`src/rtl/music_pkg.sv`:
```
// Shared music-player definitions: note store sequencer states and the default
// note width/depth used by the recorder, tone generator and display driver.
package music_pkg;

  typedef enum logic {
    IDLE  = 1'b0,
    CLEAR = 1'b1
  } seq_state_t;

  localparam int NOTE_WIDTH = 4;
  localparam int NOTE_DEPTH = 4;

endpackage : music_pkg

```
`src/rtl/note_seq_ram.sv`:
```
// Note-sequence memory: auto-incrementing record pointer, looping playback
// pointer, random-access display port and a self-timed one-entry-per-cycle clear.
module note_seq_ram
  import music_pkg::*;
#(
  parameter  int WIDTH = NOTE_WIDTH,
  parameter  int DEPTH = NOTE_DEPTH,
  localparam int AW    = $clog2(DEPTH)
) (
  input  logic             clk,
  input  logic             rst,
  input  logic             clr,
  input  logic             we,
  input  logic             load,
  input  logic [WIDTH-1:0] d,
  input  logic             step,
  input  logic [AW-1:0]    sel,
  output logic [WIDTH-1:0] q_ss,
  output logic [WIDTH-1:0] q_play,
  output logic [AW:0]      count,
  output logic             full,
  output logic             empty,
  output logic             busy,
  output logic             ovf
);

  seq_state_t       r_state;
  seq_state_t       w_state_next;
  logic [AW-1:0]    r_clr_idx;
  logic [AW-1:0]    r_wr_ptr;
  logic [AW-1:0]    r_rd_ptr;
  logic [AW:0]      r_count;
  logic             r_full;
  logic             r_empty;
  logic             r_ovf;
  logic             r_busy;
  logic [WIDTH-1:0] r_q_play;
  logic [WIDTH-1:0] r_mem [DEPTH];

  logic             w_idle;
  logic             w_wr_req;
  logic             w_wr_acc;
  logic             w_wr_drop;
  logic             w_step_acc;
  logic             w_rd_wrap;
  logic             w_mem_we;
  logic [AW-1:0]    w_mem_addr;
  logic [WIDTH-1:0] w_mem_data;
  logic [AW-1:0]    w_clr_idx_next;
  logic [AW-1:0]    w_wr_ptr_next;
  logic [AW-1:0]    w_rd_ptr_next;
  logic [AW:0]      w_count_next;
  logic             w_ovf_next;
  logic             w_full_next;
  logic             w_empty_next;
  logic [WIDTH-1:0] w_play_src;
  logic [WIDTH-1:0] w_q_play_next;

  assign w_idle     = (r_state == IDLE);
  assign w_wr_req   = we & load;
  assign w_wr_acc   = w_idle & w_wr_req & ~clr & ~r_full;
  assign w_wr_drop  = w_idle & w_wr_req & ~clr & r_full;
  assign w_step_acc = w_idle & step & ~clr & ~r_empty;
  // Playback loops over the recorded entries only, so the wrap uses the pre-edge count.
  assign w_rd_wrap  = ({1'b0, r_rd_ptr} == (r_count - (AW+1)'(1)));

  always_ff @(posedge clk or posedge rst) begin
    if (rst) begin
      r_state <= CLEAR;
    end else begin
      r_state <= w_state_next;
    end
  end

  always_comb begin
    w_state_next = r_state;
    case (r_state)
      IDLE: begin
        if (clr) w_state_next = CLEAR;
        else     w_state_next = IDLE;
      end
      CLEAR: begin
        if (clr)                                 w_state_next = CLEAR;
        else if (r_clr_idx == AW'(DEPTH - 1))    w_state_next = IDLE;
        else                                     w_state_next = CLEAR;
      end
      default: w_state_next = CLEAR;
    endcase
  end

  always_comb begin
    w_mem_we       = 1'b0;
    w_mem_addr     = r_wr_ptr;
    w_mem_data     = d;
    w_clr_idx_next = r_clr_idx;
    w_wr_ptr_next  = r_wr_ptr;
    w_rd_ptr_next  = r_rd_ptr;
    w_count_next   = r_count;
    w_ovf_next     = r_ovf;
    case (r_state)
      CLEAR: begin
        w_mem_we       = 1'b1;
        w_mem_addr     = r_clr_idx;
        w_mem_data     = '0;
        if (clr) w_clr_idx_next = '0;
        else     w_clr_idx_next = r_clr_idx + AW'(1);
      end
      IDLE: begin
        if (clr) begin
          w_clr_idx_next = '0;
          w_wr_ptr_next  = '0;
          w_rd_ptr_next  = '0;
          w_count_next   = '0;
          w_ovf_next     = 1'b0;
        end else begin
          if (w_wr_acc) begin
            w_mem_we      = 1'b1;
            w_wr_ptr_next = r_wr_ptr + AW'(1);
            w_count_next  = r_count + (AW+1)'(1);
          end else begin
            w_mem_we = 1'b0;
          end
          if (w_wr_drop) w_ovf_next = 1'b1;
          else           w_ovf_next = r_ovf;
          if (w_step_acc) begin
            if (w_rd_wrap) w_rd_ptr_next = '0;
            else           w_rd_ptr_next = r_rd_ptr + AW'(1);
          end else begin
            w_rd_ptr_next = r_rd_ptr;
          end
        end
      end
      default: begin
        w_clr_idx_next = '0;
      end
    endcase
  end

  assign w_full_next  = (w_count_next == (AW+1)'(DEPTH));
  assign w_empty_next = (w_count_next == (AW+1)'(0));
  // Forward a same-edge write so q_play reflects the post-edge memory.
  assign w_play_src    = (w_mem_we && (w_mem_addr == w_rd_ptr_next)) ? w_mem_data
                                                                      : r_mem[w_rd_ptr_next];
  assign w_q_play_next = w_empty_next ? '0 : w_play_src;

  always_ff @(posedge clk or posedge rst) begin
    if (rst) begin
      r_clr_idx <= '0;
      r_wr_ptr  <= '0;
      r_rd_ptr  <= '0;
      r_count   <= '0;
      r_full    <= 1'b0;
      r_empty   <= 1'b1;
      r_ovf     <= 1'b0;
      r_busy    <= 1'b1;
      r_q_play  <= '0;
    end else begin
      r_clr_idx <= w_clr_idx_next;
      r_wr_ptr  <= w_wr_ptr_next;
      r_rd_ptr  <= w_rd_ptr_next;
      r_count   <= w_count_next;
      r_full    <= w_full_next;
      r_empty   <= w_empty_next;
      r_ovf     <= w_ovf_next;
      r_busy    <= (w_state_next == CLEAR);
      r_q_play  <= w_q_play_next;
    end
  end

  // Storage is deliberately unreset; the clear sweep zeroes it.
  always_ff @(posedge clk) begin
    if (w_mem_we) begin
      r_mem[w_mem_addr] <= w_mem_data;
    end
  end

  assign q_ss   = r_mem[sel];
  assign q_play = r_q_play;
  assign count  = r_count;
  assign full   = r_full;
  assign empty  = r_empty;
  assign busy   = r_busy;
  assign ovf    = r_ovf;

endmodule : note_seq_ram

```
`config.mk`:
```
export PLATFORM = sky130hd
export DESIGN_NAME = note_seq_ram
export DESIGN_NICKNAME = d
export VERILOG_FILES = /design/src/rtl/music_pkg.sv /design/src/rtl/note_seq_ram.sv
export SDC_FILE = /design/constraint.sdc
export NUM_CORES = 1
export LEC_CHECK = 0
export ABC_AREA = 1
export BUFFER_PORTS_ARGS = -buffer_cell sky130_fd_sc_hd__buf_2
export CELL_PAD_IN_SITES_DETAIL_PLACEMENT = 0
export CELL_PAD_IN_SITES_GLOBAL_PLACEMENT = 2
export CORE_UTILIZATION = 35
export CTS_BUF_LIST = sky130_fd_sc_hd__clkbuf_16
export CTS_CLUSTER_DIAMETER = 200
export DETAILED_ROUTE_END_ITERATION = 8
export PLACE_DENSITY = 0.91
export SYNTH_ARGS = -nofsm -noshare
export SYNTH_HDL_FRONTEND = slang
export SYNTH_SLANG_ARGS = --single-unit
```
`constraint.sdc`:
```
create_clock -name clk -period 4.6 [get_ports clk]
set_input_delay 0.46 -clock clk [delete_from_list [all_inputs] [get_ports clk]]
set_output_delay 0.46 -clock clk [all_outputs]
set_load 0.01 [all_outputs]
```
**Word level (Yosys, flattened, before mapping)**

Memory sizes are Yosys's and may differ from the RTL's.
Cells that the tools add are included.

- Register bits after elaboration: 17
- Bits in writable memories: 16
- Input bits: 12
- Output and inout port bits: 15
- Logic and storage cells: 65
- Memories kept: 1

- $add $sub $neg: 5
- Equal/unequal tests: 5
- Mux-type cells: 27
- Bitwise gates (word level): 12
- Reduce and logical (&&, ||, !) cells: 6

Memories:

| name | depth | bits a word | rd ports | clocked after Yosys merged registers in | write ports | line | source |
|---|---|---|---|---|---|---|---|
| r_mem | 4 | 4 | 2 | 0 | 1 | note_seq_ram.sv:38 | `logic [WIDTH-1:0] r_mem [DEPTH];` |

Operator list:

| cell | count |
|---|---|
| $mux 2 | 9 |
| $mux 4 | 3 |
| $mux 1 | 9 |
| $mux 3 | 3 |
| $and 1x1->1 | 8 |
| $add 2x1->2 const B | 3 |
| $not 1->1 | 4 |
| $pmux 1 s2 | 2 |
| $pmux 2 s2 | 1 |
| $reduce_and 2->1 | 2 |
| $reduce_bool 2->1 | 2 |
| $add 3x1->3 const B | 1 |
| $eq 2x3->1 | 1 |
| $eq 3x3->1 const B | 1 |
| $logic_not 3->1 | 1 |
| $sub 3x1->3 const B | 1 |
| $eq 2x2->1 | 1 |
| $eq 2x2->1 const B | 1 |
| $ne 2x2->1 const B | 1 |
| $logic_and 1x1->1 | 1 |

**Depth between registers and ports, before layout**

Gate-level depths: netlist of run 1.

- Word-level depth: 11
- Depth in mapped cells: 15
- Mapped depth without buffers: 15

**Worst setup path after synthesis of run 1**

OpenSTA, ideal clock, no wires.

- Path kind: register to register
- Start: register r_count[0], in the netlist count[0]
- End: register r_q_play[0], in the netlist q_play[0]
- Setup time: 0.118 ns
- Data arrival time: 1.746 ns
- Required time: 4.482 ns
- Setup slack: 2.736 ns
- Cell stages (with the launch flop): 15
- Buffers on the path: 0
- Period minus slack after synthesis: 1.864 ns
- Cells stage by stage: dfrtp_1 > inv_1 > ha_1 > inv_1 > nand2_1 > nand2_1 > nor2_2 > nand2_2 > nand3_4 > nand2_8 > nand2_4 > nand2_2 > nand3_4 > nor2_1 > nor2_2

- Word-level cells in the longest chain between the ends: 10
- Elaborated cells on any way between the ends: 16
- Classes of those cells: add/sub (2); eq/ne (2); mux (9); reduce/logical (2); memory (1)

Ends and longest elaborated chain:

| item | line | source |
|---|---|---|
| start, declared | note_seq_ram.sv:32 | `logic [AW:0] r_count;` |
| start signal, assigned | note_seq_ram.sv:161 | `r_count <= w_count_next;` |
| $sub 3x1->3 (*) | note_seq_ram.sv:65 | `assign w_rd_wrap = ({1'b0, r_rd_ptr} == (r_count - (AW+1)'(1)));` |
| $eq 2x3->1 (*) | note_seq_ram.sv:65 |  |
| $mux 2 (*) | note_seq_ram.sv:126 | `if (w_rd_wrap) w_rd_ptr_next = '0;` |
| $mux 2 (*) | note_seq_ram.sv:125 | `if (w_step_acc) begin` |
| $mux 2 (*) | note_seq_ram.sv:109 | `if (clr) begin` |
| $mux 2 (*) | note_seq_ram.sv:100 | `case (r_state)` |
| via w_rd_ptr_next[0] | note_seq_ram.sv:51 | `logic [AW-1:0] w_rd_ptr_next;` |
| branches (longest 2 deep; another with $mem_v2 4x4) | n/a |  |
| $mux 4 (*) | note_seq_ram.sv:142 | `assign w_play_src = (w_mem_we && (w_mem_addr == w_rd_ptr_next)) ? w_mem_data` |
| $mux 4 (*) | note_seq_ram.sv:144 | `assign w_q_play_next = w_empty_next ? '0 : w_play_src;` |
| via w_q_play_next[0] | note_seq_ram.sv:57 | `logic [WIDTH-1:0] w_q_play_next;` |
| end signal, assigned | note_seq_ram.sv:166 | `r_q_play <= w_q_play_next;` |
| end, declared | note_seq_ram.sv:37 | `logic [WIDTH-1:0] r_q_play;` |

Mark *: on every way through the listed nets, which the timed path passes.
A chain may end at the register's enable or synchronous reset.

**Worst setup path after layout of run 1**

- Start: register r_count[0], in the netlist count[0]
- End: register r_q_play[3], in the netlist q_play[3]

Same word-level chain as after synthesis.

==> results of run 1 <==
-- worst reg2reg max path, delay by kind of cell, from the launching register on --
kind / cells / cell delay (ps)
fa+ha+maj: 1 / 270
buf+inv: 2 / 240
flops: 1 / 410
simple gates: 11 / 1000
-- state kept, by name, summed over array words and instances, names as in the netlist --
name	count
r_mem	16
q_play	4
count	3
r_clr_idx	2
r_rd_ptr	2
r_wr_ptr	2
busy	1
empty	1
full	1
ovf	1
-- path summary, 6_finish.rpt --
kind                           from      endpoint  cells after the start
max in group asynchronous       rst     q_play[0]                      2
min in group clk                clr  r_clr_idx[1]                      2
setup / recovery           count[0]     q_play[3]                     14
setup reg to reg           count[0]     q_play[3]                     14
hold reg to reg                 ovf           ovf                      2
hold / removal                  rst     q_play[1]                      2
-- layer usage --
metal / vias to the layer above / wire length [um] / track usage
met4: 0 / 71 / 0.0629
met3: 8 / 171 / 0.0325
met2: 32 / 1650 / 0.220
met5: - / 0 / 0
met1: 625 / 1870 / 0.221
li1: 735 / - / -
-- logic make-up (layout without fill, tap and decap cells) --
kind of cell | Yosys count | after routing | synth area share
AND/OR/NAND/NOR | 106 | 106 | 0.303
buffers and inverters | 37 | 70 | 0.0794
flip-flops | 33 | 33 | 0.493
AO/OA/AOI/OAI | 28 | 28 | 0.0991
adder cells (fa/ha/maj) | 3 | 3 | 0.0204
XOR/XNOR | 1 | 1 | 0.00475
-- placed cells by master (no fill, tap or decap), types with 7 or more instances in the layout --
cell type and n:
sky130_fd_sc_hd__inv_2 8, sky130_fd_sc_hd__nand2_2 7, sky130_fd_sc_hd__edfxtp_1 16, sky130_fd_sc_hd__dfrtp_1 15, sky130_fd_sc_hd__nand2_1 42, sky130_fd_sc_hd__inv_1 29, sky130_fd_sc_hd__nand3_1 20, sky130_fd_sc_hd__buf_2 26
sky130_fd_sc_hd__o21ai_0 10, sky130_fd_sc_hd__nor2_1 18
-- stage by stage --
stage / total power [mW] / std cells / utilization / setup WS (ps) / area, sq um
2_1_floorplan: 0.841 / 208 / - / 2740 / 1840
6_report: 1.33 / 311 / 0.436 / 2580 / 2210
4_1_cts: 1.35 / 311 / 0.436 / 2550 / 2210
3_3_place_gp: 0.969 / 303 / 0.404 / 2600 / 2050
5_1_grt: 1.44 / 311 / 0.436 / 2360 / 2210
3_5_place_dp: 0.971 / 303 / 0.404 / 2570 / 2050
-- power groups by stage --
stage               registers [mW]  logic, mW  clock network (mW)
finish                       0.452      0.508               0.374
global route                 0.463      0.586               0.388
CTS                          0.452      0.516               0.378
detailed placement           0.458      0.513                   0
global placement             0.458      0.511                   0
floorplan                    0.458      0.382                   0
-- final cells by class --
type | instances | area share
Clock buffer | 5 | 0.0566
Clock inverter | 3 | 0.0170
Inverter | 36 | 0.0611
Multi-Input combinational cell | 138 | 0.356
Sequential cell | 33 | 0.411
Tap cell | 70 | 0.0396
Timing Repair Buffer | 26 | 0.0588
==> qor_table.md, run 1 <==
| Stage | Quantity | This run |
|---|---|---|
| detailed routing | Iteration count of the initial detailed-routing pass | 4 |
| global routing | Vias in the first global route | 1,289 |
| yosys | Asr flop ratio synth | 0.515 |
| setup path | Data arrival time of the worst path | 2180 ps |
| layout | Area occupied by multi-input gates | 788 sq um |
| yosys | Synth top area cells | sky130_fd_sc_hd__edfxtp_1 (26%), sky130_fd_sc_hd__dfrtp_1 (20%), sky130_fd_sc_hd__nand2_1 (8.6%), sky130_fd_sc_hd__inv_1 (5.7%), sky130_fd_sc_hd__nand3_1 (5.4%) |
| global routing | All-Layer GR Usage | 0.153 |
| sta | Achievable frequency | 0.495 GHz |
| clock network | CTS resizes | 0 |
| power and ir drop | Net switching power of the design | 0.503 mW |
| setup path | Required time reported for the critical path endpoint | 4760 ps |
| global routing | Global-route wire length before repair | 6.11 mm |
| yosys | Prevailing post-synth register cell | sky130_fd_sc_hd__edfxtp_1 |
| sta | Max-Slew Margin vs Limit | 0.553 |
| setup path | Setup slack on the worst flop-to-flop path | 2580 ps |
| floorplanning | Chip Height | 74.6 um |
| layout | Layout cells sized above 1 | 0.295 |
| setup path | Peak fanout along the critical path | 10 |
| clock network | Hold-fix buffers at CTS | 0 |
| setup path | Cells traversed along the worst timing path | inv_1 -> ha_1 -> inv_1 -> nand2_1 -> nand2_1 -> nor2_2 -> nand2_2 -> nand3_4 -> nand2_8 -> nand2_4 -> nand2_2 -> nand3_4 -> nor2_1 -> nor2_2 |
| yosys | Cell with the most instances after synthesis | sky130_fd_sc_hd__nand2_1 |
| yosys | Register area share after synthesis | 0.493 |
| detailed routing | Drt first-iter violations | 76 |
| outcome | Run status | completed |
| place | Count of buffers from port buffering | 26 |
| layout | Number of nets in the layout | 255 |
| floorplanning | FP Rows | 26 |
| layout | Antenna diode count | 0 |
| clock network | Count of H-tree levels built during CTS | 2 |
| power and ir drop | Power density cells | 603 nW/um^2 |
| detailed routing | Via density per instance | 4.50 |
| floorplanning | Initial standard-cell utilization of the core | 0.363 |
| power and ir drop | Clock network fraction of design power | 0.280 |
| floorplanning | Top Ports | 27 |
| sta | Worst Skew | 7.75 ps |
| yosys | Mapped cell area | 1840 sq um |
| sta | Shortest period the worst path allows | 2020 ps |
| global routing | Initial antenna violation count | 0 |
| yosys | Instance count of the mapped netlist | 208 |
| layout | Area of all sequential standard cells | 908 sq um |
| clock network | Clock tree sinks | 33 |
| detailed routing | Drt total wl | 3.76 mm |
| yosys | Total of warnings raised by yosys | 0 |
| yosys | Post-synthesis cell type with the largest combined area | sky130_fd_sc_hd__edfxtp_1 |
| floorplanning | Area enclosed by the die boundary | 5560 sq um |
| yosys | Share of Yosys cell area claimed by the top area cell type | 0.261 |
| yosys | Commonest cells in the synthesized netlist | sky130_fd_sc_hd__nand2_1 (42), sky130_fd_sc_hd__inv_1 (28), sky130_fd_sc_hd__nand3_1 (20), sky130_fd_sc_hd__nor2_1 (18), sky130_fd_sc_hd__edfxtp_1 (16) |
| setup path | Crit path capture type | register |
| clock network | Maximum count of clock buffers along a single path | 2 |
| yosys | Mean Syn Cell Area | 8.86 sq um |
| power and ir drop | Net switching share of the total power | 0.377 |
| clock network | CTS tree | yes |
| yosys | Number of flops mapped to enable cells by yosys | 16 |
| setup path | Buf/Inv on CP | 2 |
| sta | Final hold violation count | 0 |
| place | DP Wirelength | 2.89 mm |
| setup path | Critical path start-end classification | register to register |
| sta | Period utilisation layout | 0.439 |
| setup path | Slowest library cell on the worst path | sky130_fd_sc_hd__dfrtp_1 |
| sta | Hold Worst Slack | 273 ps |
| power and ir drop | Internal cell power | 0.831 mW |
| yosys | Distinct cells, synth | 30 |
| sta | Number of pins exceeding their max-slew limit in the final report | 0 |
| layout | Area delta synth->final | 20.0% |
| floorplanning | Core box area | 5070 sq um |
| run | Maxcap violations | 0 |
| min path | Tightest Hold Check Type | input port to async pin |
| detailed routing | Final routed wire length divided by cell count | 12.1 um |
| setup path | Critical Path Start Type | register |
| power and ir drop | Proportion of power drawn by combinational gates | 0.381 |
| clock network | Clock slew at the register clock pins of the worst setup and hold paths | 60 ps |
| sta | Least-Margin Pin Slew | 670 ps |
| detailed routing | DRC | 0 |
| power and ir drop | Peak ir drop on the vdd network | 0.247 mV |
| clock network | Number of buffers added by the clock tree synthesis step | 5 |
| global routing | Total global routing overflow | 0 |
| detailed routing | Number of nets still failing antenna checks after routing | 0 |
| sta | RSZ-0062 raised after global routing | false |
| layout | Final-layout fill cell count | 535 |
| setup path | Crit path max-delay family | simple AND/OR/NAND/NOR gates |
| global routing | Maximum number of pins on one net before global-route repair | 18 |
| place | Placer congestion estimate | 0.802 |
| clock network | Post CTS Setup Buffer Count | 0 |
| power and ir drop | Static leakage | 1.08 nW |
| power and ir drop | Portion of total power attributed to sequential cells | 0.339 |
| sta | Final setup violation count | 0 |
| sta | Setup TNS | 0 ps |
| yosys | Mapped Nets | 223 |
| detailed routing | Total via count after detailed routing | 1,400 |
| yosys | Synth Register Bits | 33 |
| setup path | Delay of the slowest cell on the worst path | 410 ps |
| clock network | Root Buffer Master | sky130_fd_sc_hd__clkbuf_16 |
| clock network | Clk_lat worst skew | 280 ps |
| floorplanning | Width of the die | 74.6 um |
Note: power is estimated with default switching activity, not from simulation.
==> run 2, diff against run 1 <==
Settings changed: CORE_UTILIZATION 35 to 31, PLACE_DENSITY 0.91 to 0.86.
Clock period 4.6 ns to 1.8 ns, I/O delays scaled along.
==> run 2 against run 1 <==
The run now ends with negative setup slack left. Non-clock buffer count grew 14. Highest routed layer unchanged. Design area increased by 7.6%. Critical path type unchanged. Cell count grew 5.5%. Clock skew fell by 3.4 ps.
==> qor_table.md, run 2 (synthesis gave the netlist of run 1 again) <==
| Stage | Quantity | This run | Change |
|---|---|---|---|
| global routing | Total global routing overflow | 0 | unchanged |
| detailed routing | Total via count after detailed routing | 1,522 | +8.7% |
| sta | Max-Slew Margin vs Limit | 0.541 | -0.0123 |
| setup path | Data arrival time of the worst path | 1980 ps | -200 ps |
| setup path | Peak fanout along the critical path | 6 | -4 |
| layout | Register ranked first by flip-flop count | r_mem |  |
| floorplanning | Top Ports | 27 | unchanged |
| sta | Achievable frequency | 0.552 GHz | +12% |
| sta | Final setup violation count | 4 | +4 |
| place | DP Wirelength | 3.17 mm | +9.6% |
| sta | Shortest period the worst path allows | 1810 ps | -209 ps |
| detailed routing | Drt first-iter violations | 67 | -12% |
| setup path | Crit path capture type | register |  |
| sta | Smallest setup slack after layout | -12.5 ps | -2590 ps |
| detailed routing | Via density per instance | 4.64 | +3.1% |
| detailed routing | Iteration count of the initial detailed-routing pass | 5 | +1 |
| global routing | All-Layer GR Usage | 0.153 | +0.000664 |
| power and ir drop | Peak ir drop on the vdd network | 0.471 mV | +91% |
| sta | Final hold violation count | 0 | unchanged |
| clock network | Clock tree sinks | 33 | unchanged |
| clock network | Number of buffers added by the clock tree synthesis step | 5 | unchanged |
| place | Count of placed standard cells including taps | 314 | +3.6% |
| clock network | Maximum count of clock buffers along a single path | 2 | unchanged |
| detailed routing | Final routed wire length divided by cell count | 13.0 um | +7.3% |
| setup path | Setup slack on the worst flop-to-flop path | -10 ps | -2590 ps |
| sta | Setup TNS | -36.2 ps | -36.2 ps |
| global routing | Vias in the first global route | 1,488 | +15% |
| layout | Final core utilization | 0.424 | -0.0115 |
| floorplanning | Width of the die | 79.1 um | +6.1% |
| outcome | Run status | complete, but fails checks |  |
| layout | Post-route non-filler standard cell count | 328 | +5.5% |
| clock network | Hold-fix buffers at CTS | 0 | unchanged |
| power and ir drop | Power density cells | 1500 nW/um^2 | +150% |
| floorplanning | Core box area | 5610 sq um | +11% |
| power and ir drop | Tot Pwr | 3.56 mW | +170% |
| clock network | Count of H-tree levels built during CTS | 2 | unchanged |
| detailed routing | Number of nets still failing antenna checks after routing | 0 | unchanged |
| layout | Most common cell after layout, fill and taps aside | sky130_fd_sc_hd__nand2_1 |  |
| sta | Number of pins exceeding their max-slew limit in the final report | 0 | unchanged |
| setup path | Critical path start-end classification | register to register |  |
| layout | Number of flip-flops in the largest register | 16 | unchanged |
| sta | Least-Margin Pin Slew | 688 ps | +18.4 ps |
| power and ir drop | Static leakage | 1.17 nW | +8.2% |
| run | Maxcap violations | 0 | unchanged |
| sta | RSZ-0062 raised after global routing | true |  |
| sta | Worst Skew | 4.36 ps | -3.40 ps |
| floorplanning | Area enclosed by the die boundary | 6260 sq um | +13% |
| setup path | Critical Path Start Type | register |  |
| layout | Area delta synth->final | 29.1% |  |
| outcome | Violations in the final reports | negative setup slack |  |
| setup path | Reg-to-reg startpoint | count[1] |  |
| global routing | Maximum number of pins on one net before global-route repair | 18 | unchanged |
| layout | Number of nets in the layout | 270 | +5.9% |
| floorplanning | Chip Height | 79.1 um | +6.1% |
| place | Placer congestion estimate | 0.770 | -4.0% |
| setup path | Required time reported for the critical path endpoint | 1970 ps | -2790 ps |
| detailed routing | Drt total wl | 4.26 mm | +13% |
| layout | Final-layout fill cell count | 566 | +5.8% |
| global routing | Global-route wire length before repair | 7.16 mm | +17% |
| floorplanning | FP Rows | 27 | +3.8% |
| detailed routing | DRC | 0 | unchanged |
| global routing | Initial antenna violation count | 0 | unchanged |
| layout | Commonest non-fill, non-tap cells in the layout | sky130_fd_sc_hd__nand2_1 (40), sky130_fd_sc_hd__inv_1 (27), sky130_fd_sc_hd__buf_2 (26) |  |
| sta | Hold Worst Slack | 3.08 ps | -269 ps |
| layout | Non-Filler Cell Area, Final | 2380 sq um | +7.6% |
| clock network | Root Buffer Master | sky130_fd_sc_hd__clkbuf_16 |  |
| sta | Period utilisation layout | 1.01 | +0.567 |
| layout | Layout cells sized above 1 | 0.375 | +0.0804 |
| place | Count of buffers from port buffering | 26 | unchanged |
| clock network | Clk_lat worst skew | 280 ps | about the same |
| setup path | Worst reg2reg endpoint | q_play[0] |  |
| setup path | Worst r2r path cells | 16 | +2 |
| place | Placement-stage worst setup slack | -13.9 ps | -2590 ps |
| floorplanning | Initial standard-cell utilization of the core | 0.329 | -0.0345 |
| layout | Antenna diode count | 0 | unchanged |
| place | Post-placement cell area | 2160 sq um | +5.6% |
| min path | Tightest Hold Check Type | input port to async pin |  |
| clock network | Clock slew at the register clock pins of the worst setup and hold paths | 50 ps | about the same |
| clock network | CTS tree | yes |  |
run 2: changes by cell type in the layout (fill, tap and decap cells not counted), sizes merged:
cell    delta
buf       +14
bufinv     -1
nand2      +1
inv        +1
run 2: layout make-up:
class | instances | area, sq um | share of cell area
multi-input combinational | 139 | 845 | 0.355
timing repair buffer | 40 | 264 | 0.111
clock buffer | 5 | 125 | 0.0526
inverter | 36 | 135 | 0.0568
tap | 72 | 90.1 | 0.0379
clock inverter | 3 | 12.5 | 0.00526
sequential | 33 | 908 | 0.382
run 2: critical path, stage by stage, from the launching register on:
cell and delay (ps):
sky130_fd_sc_hd__dfrtp_1 370, sky130_fd_sc_hd__inv_2 60, sky130_fd_sc_hd__ha_4 270, sky130_fd_sc_hd__inv_2 30
sky130_fd_sc_hd__nand2_1 50, sky130_fd_sc_hd__nand2_1 50, sky130_fd_sc_hd__nor2_2 80, sky130_fd_sc_hd__nand2_2 80
sky130_fd_sc_hd__nand3_4 140, sky130_fd_sc_hd__buf_6 130, sky130_fd_sc_hd__nand2_4 60, sky130_fd_sc_hd__nand2_1 70
sky130_fd_sc_hd__nand3_1 70, sky130_fd_sc_hd__nand2_1 90, sky130_fd_sc_hd__nand2_2 50, sky130_fd_sc_hd__nand2_1 70
sky130_fd_sc_hd__nor2_2 30
run 2: repair_timing:
action / 4_1_cts / 5_1_grt
gates cloned: 1 / 0
gates resized for setup: 7 / 1
pin swaps: 4 / 3
setup buffers: 4 / 1
endpoints found under the setup margin: 4 / 4
run 2: where the power goes:
part / internal [mW] / switching (mW)
clock: 0.499 / 0.306
sequential: 1.02 / 0.126
combinational: 0.653 / 0.960
run 2: how the worst max path moves through the flow:
stage,startpoint,to,slack (ps),depth (start not counted)
after floorplan,count[0],q_play[0],10,14
after global placement,count[1],q_play[0],20,14
after detailed placement,count[1],q_play[0],-10,14
after CTS,count[0],q_play[0],-0.1,15
after global routing,count[1],q_play[0],-180,16
final,count[1],q_play[0],-10,16
run 2: per-layer routing:
| metal | GRT usage | vias to the layer above | wire [um] |
|---|---|---|---|
| li1 | - | 771 | - |
| met1 | 0.209 | 703 | 2010 |
| met2 | 0.238 | 42 | 1970 |
| met3 | 0.0345 | 6 | 229 |
| met4 | 0.0527 | 0 | 54 |
| met5 | 0 | - | 0 |
==> run 3, diff against run 2 <==
Settings changed: RECOVER_POWER from default to 25.
==> run 3 against run 2 <==
The run still ends with negative setup slack left. Core utilization barely moved. Design area shrank 0.11%. Global-route usage is the same. Clock-buffer cell count unchanged. Sequential power about the same. Via count stayed put. Clock power hardly changed. Combinational power hardly changed. Setup slack is the same. Non-clock buffer count unchanged. Critical endpoint unchanged.
==> qor_table.md, run 3 (synthesis gave the netlist of run 1 again) <==
| Stage | Quantity | This run | Change |
|---|---|---|---|
| floorplanning | Area enclosed by the die boundary | 6260 sq um | unchanged |
| setup path | Slowest library cell on the worst path | sky130_fd_sc_hd__dfrtp_1 |  |
| sta | Max-Slew Margin vs Limit | 0.541 | unchanged |
| clock network | Hold-fix buffers at CTS | 0 | unchanged |
| global routing | Total global routing overflow | 0 | unchanged |
| layout | Post-route non-filler standard cell count | 328 | unchanged |
| place | Count of buffers from port buffering | 26 | unchanged |
| global routing | Global-route wire length before repair | 7.16 mm | unchanged |
| clock network | Number of buffers added by the clock tree synthesis step | 5 | unchanged |
| layout | Number of nets in the layout | 270 | unchanged |
| power and ir drop | Power density cells | 1500 nW/um^2 | about the same |
| setup path | Launch point of the critical path | count[1] |  |
| place | Placer congestion estimate | 0.770 | unchanged |
| setup path | Critical path start-end classification | register to register |  |
| detailed routing | Drt total wl | 4.26 mm | about the same |
| floorplanning | Core box area | 5610 sq um | unchanged |
| setup path | Worst reg2reg endpoint | q_play[0] |  |
| sta | RSZ-0062 raised after global routing | true |  |
| setup path | Required time reported for the critical path endpoint | 1970 ps | about the same |
| min path | Tightest Hold Check Type | input port to async pin |  |
| setup path | Crit path capture type | register |  |
| layout | Final core utilization | 0.424 | -0.000446 |
| floorplanning | Width of the die | 79.1 um | unchanged |
| setup path | Crit path max-delay family | simple AND/OR/NAND/NOR gates |  |
| sta | Worst Skew | 4.36 ps | unchanged |
| global routing | Initial antenna violation count | 0 | unchanged |
| sta | Shortest period the worst path allows | 1810 ps | unchanged |
| setup path | Critical Path Start Type | register |  |
| global routing | Vias in the first global route | 1,488 | unchanged |
| clock network | Clk_lat worst skew | 280 ps | about the same |
| setup path | CP most frequent cell | sky130_fd_sc_hd__nand2_1 |  |
| power and ir drop | Peak ir drop on the vdd network | 0.471 mV | about the same |
| sta | Achievable frequency | 0.552 GHz | unchanged |
| sta | Final hold violation count | 0 | unchanged |
| detailed routing | Final routed wire length divided by cell count | 13.0 um | about the same |
| power and ir drop | Static leakage | 1.17 nW | -0.64% |
| clock network | Clock tree sinks | 33 | unchanged |
| setup path | Peak fanout along the critical path | 6 | unchanged |
| clock network | Maximum count of clock buffers along a single path | 2 | unchanged |
| sta | Smallest setup slack after layout | -12.5 ps | unchanged |
| setup path | Capture point of the worst path | q_play[0] |  |
| layout | Antenna diode count | 0 | unchanged |
| layout | Number of flip-flops in the largest register | 16 | unchanged |
| detailed routing | Iteration count of the initial detailed-routing pass | 5 | unchanged |
| layout | Most common cell after layout, fill and taps aside | sky130_fd_sc_hd__nand2_1 |  |
| global routing | All-Layer GR Usage | 0.153 | unchanged |
| clock network | Root Buffer Master | sky130_fd_sc_hd__clkbuf_16 |  |
| floorplanning | FP Rows | 27 | unchanged |
| setup path | Setup slack on the worst flop-to-flop path | -10 ps | about the same |
| setup path | Cells traversed along the worst timing path | inv_2 -> ha_4 -> inv_2 -> nand2_1 -> nand2_1 -> nor2_2 -> nand2_2 -> nand3_4 -> buf_6 -> nand2_4 -> nand2_1 -> nand3_1 -> nand2_1 -> nand2_2 -> nand2_1 -> nor2_2 |  |
| setup path | Buf/Inv on CP | 3 | unchanged |
| setup path | Delay of the slowest cell on the worst path | 370 ps | about the same |
| outcome | Violations in the final reports | negative setup slack |  |
| outcome | Run status | complete, but fails checks |  |
| detailed routing | Via density per instance | 4.64 | unchanged |
| layout | Register ranked first by flip-flop count | r_mem |  |
| global routing | Maximum number of pins on one net before global-route repair | 18 | unchanged |
| clock network | Clock slew at the register clock pins of the worst setup and hold paths | 50 ps | about the same |
| detailed routing | DRC | 0 | unchanged |
| sta | Final setup violation count | 4 | unchanged |
| layout | Layout cells sized above 1 | 0.367 | -0.00781 |
| setup path | Worst r2r path cells | 16 | unchanged |
| layout | Commonest non-fill, non-tap cells in the layout | sky130_fd_sc_hd__nand2_1 (40), sky130_fd_sc_hd__inv_1 (27), sky130_fd_sc_hd__buf_2 (24) |  |
| detailed routing | Total via count after detailed routing | 1,522 | unchanged |
| clock network | CTS tree | yes |  |
| place | DP Wirelength | 3.17 mm | unchanged |
| sta | Number of pins exceeding their max-slew limit in the final report | 0 | unchanged |
| place | Count of placed standard cells including taps | 314 | unchanged |
| sta | Period utilisation layout | 1.01 | unchanged |
| layout | Final-layout fill cell count | 568 | +0.35% |
| floorplanning | Chip Height | 79.1 um | unchanged |
| floorplanning | Initial standard-cell utilization of the core | 0.329 | unchanged |
| run | Maxcap violations | 0 | unchanged |
| detailed routing | Number of nets still failing antenna checks after routing | 0 | unchanged |
| sta | Least-Margin Pin Slew | 688 ps | unchanged |
| clock network | Count of H-tree levels built during CTS | 2 | unchanged |
| floorplanning | Top Ports | 27 | unchanged |
| detailed routing | Drt first-iter violations | 67 | unchanged |
| setup path | Logic depth of the worst setup path including buffers | 16 | unchanged |
| setup path | Data arrival time of the worst path | 1980 ps | about the same |
| layout | Area delta synth->final | 29.0% |  |
| setup path | Reg-to-reg startpoint | count[1] |  |
[run 3: changes by cell type in the layout (fill, tap and decap cells not counted), sizes merged]
cell    change
buf         -2
clkbuf      +2
[run 3: worst register-to-register path: stages (launching register included)]
cell                      delay, ps
sky130_fd_sc_hd__dfrtp_1        370
sky130_fd_sc_hd__inv_2           60
sky130_fd_sc_hd__ha_4           270
sky130_fd_sc_hd__inv_2           30
sky130_fd_sc_hd__nand2_1         50
sky130_fd_sc_hd__nand2_1         50
sky130_fd_sc_hd__nor2_2          80
sky130_fd_sc_hd__nand2_2         80
sky130_fd_sc_hd__nand3_4        140
sky130_fd_sc_hd__buf_6          130
sky130_fd_sc_hd__nand2_4         60
sky130_fd_sc_hd__nand2_1         70
sky130_fd_sc_hd__nand3_1         70
sky130_fd_sc_hd__nand2_1         90
sky130_fd_sc_hd__nand2_2         50
sky130_fd_sc_hd__nand2_1         70
sky130_fd_sc_hd__nor2_2          30
[run 3: through the flow]
stage          setup TNS (ps)  setup slack [ps]  cell area (sq um)  hold slack, ps  total power [mW]
4_1_cts               -0.0953           -0.0953               2370            36.5              3.56
3_3_place_gp                0              20.9               2160             321              2.65
2_1_floorplan               0              12.9               1860             105              2.20
5_1_grt                  -637              -178               2380            52.9              3.83
3_5_place_dp            -14.9             -13.9               2160             326              2.64
6_report                -36.2             -12.5               2380            3.08              3.56
[run 3: area by class of cell]
cell class | instances | area, sq um | area share
clock buffers | 5 | 125 | 0.0526
clock inverters | 3 | 12.5 | 0.00526
inverters | 36 | 135 | 0.0568
multi-input cells | 139 | 845 | 0.355
flip-flops and latches | 33 | 908 | 0.382
well taps | 72 | 90.1 | 0.0379
repair buffers | 40 | 262 | 0.110
[run 3: power by group]
| part | internal [mW] | switching, mW |
|---|---|---|
| clock network | 0.499 | 0.306 |
| registers | 1.02 | 0.127 |
| logic | 0.649 | 0.961 |
[run 3: how the worst min path moves through the flow]
stage / from / endpoint / slack [ps] / depth (start not counted)
final: rst / count[2] / 3 / 2
after global routing: rst / count[2] / 50 / 2
after CTS: rst / count[2] / 40 / 2
after detailed placement: rst / q_play[2] / 330 / 2
after global placement: rst / count[0] / 320 / 2
after floorplan: rst / count[0] / 100 / 1
[run 3: repair_timing]
| item | in CTS | in global routing |
|---|---|---|
| buffers inserted | 4 | 1 |
| gates cloned | 1 | 0 |
| setup endpoints to repair | 4 | 4 |
| pin swaps | 4 | 3 |
| gates resized for setup | 7 | 1 |
[run 3: routing by layer]
layer / routed length, um / up-vias / global-route usage
li1: - / 771 / -
met1: 2010 / 703 / 0.209
met2: 1970 / 42 / 0.238
met3: 230 / 6 / 0.0345
met4: 54 / 0 / 0.0527
met5: 0 / - / 0
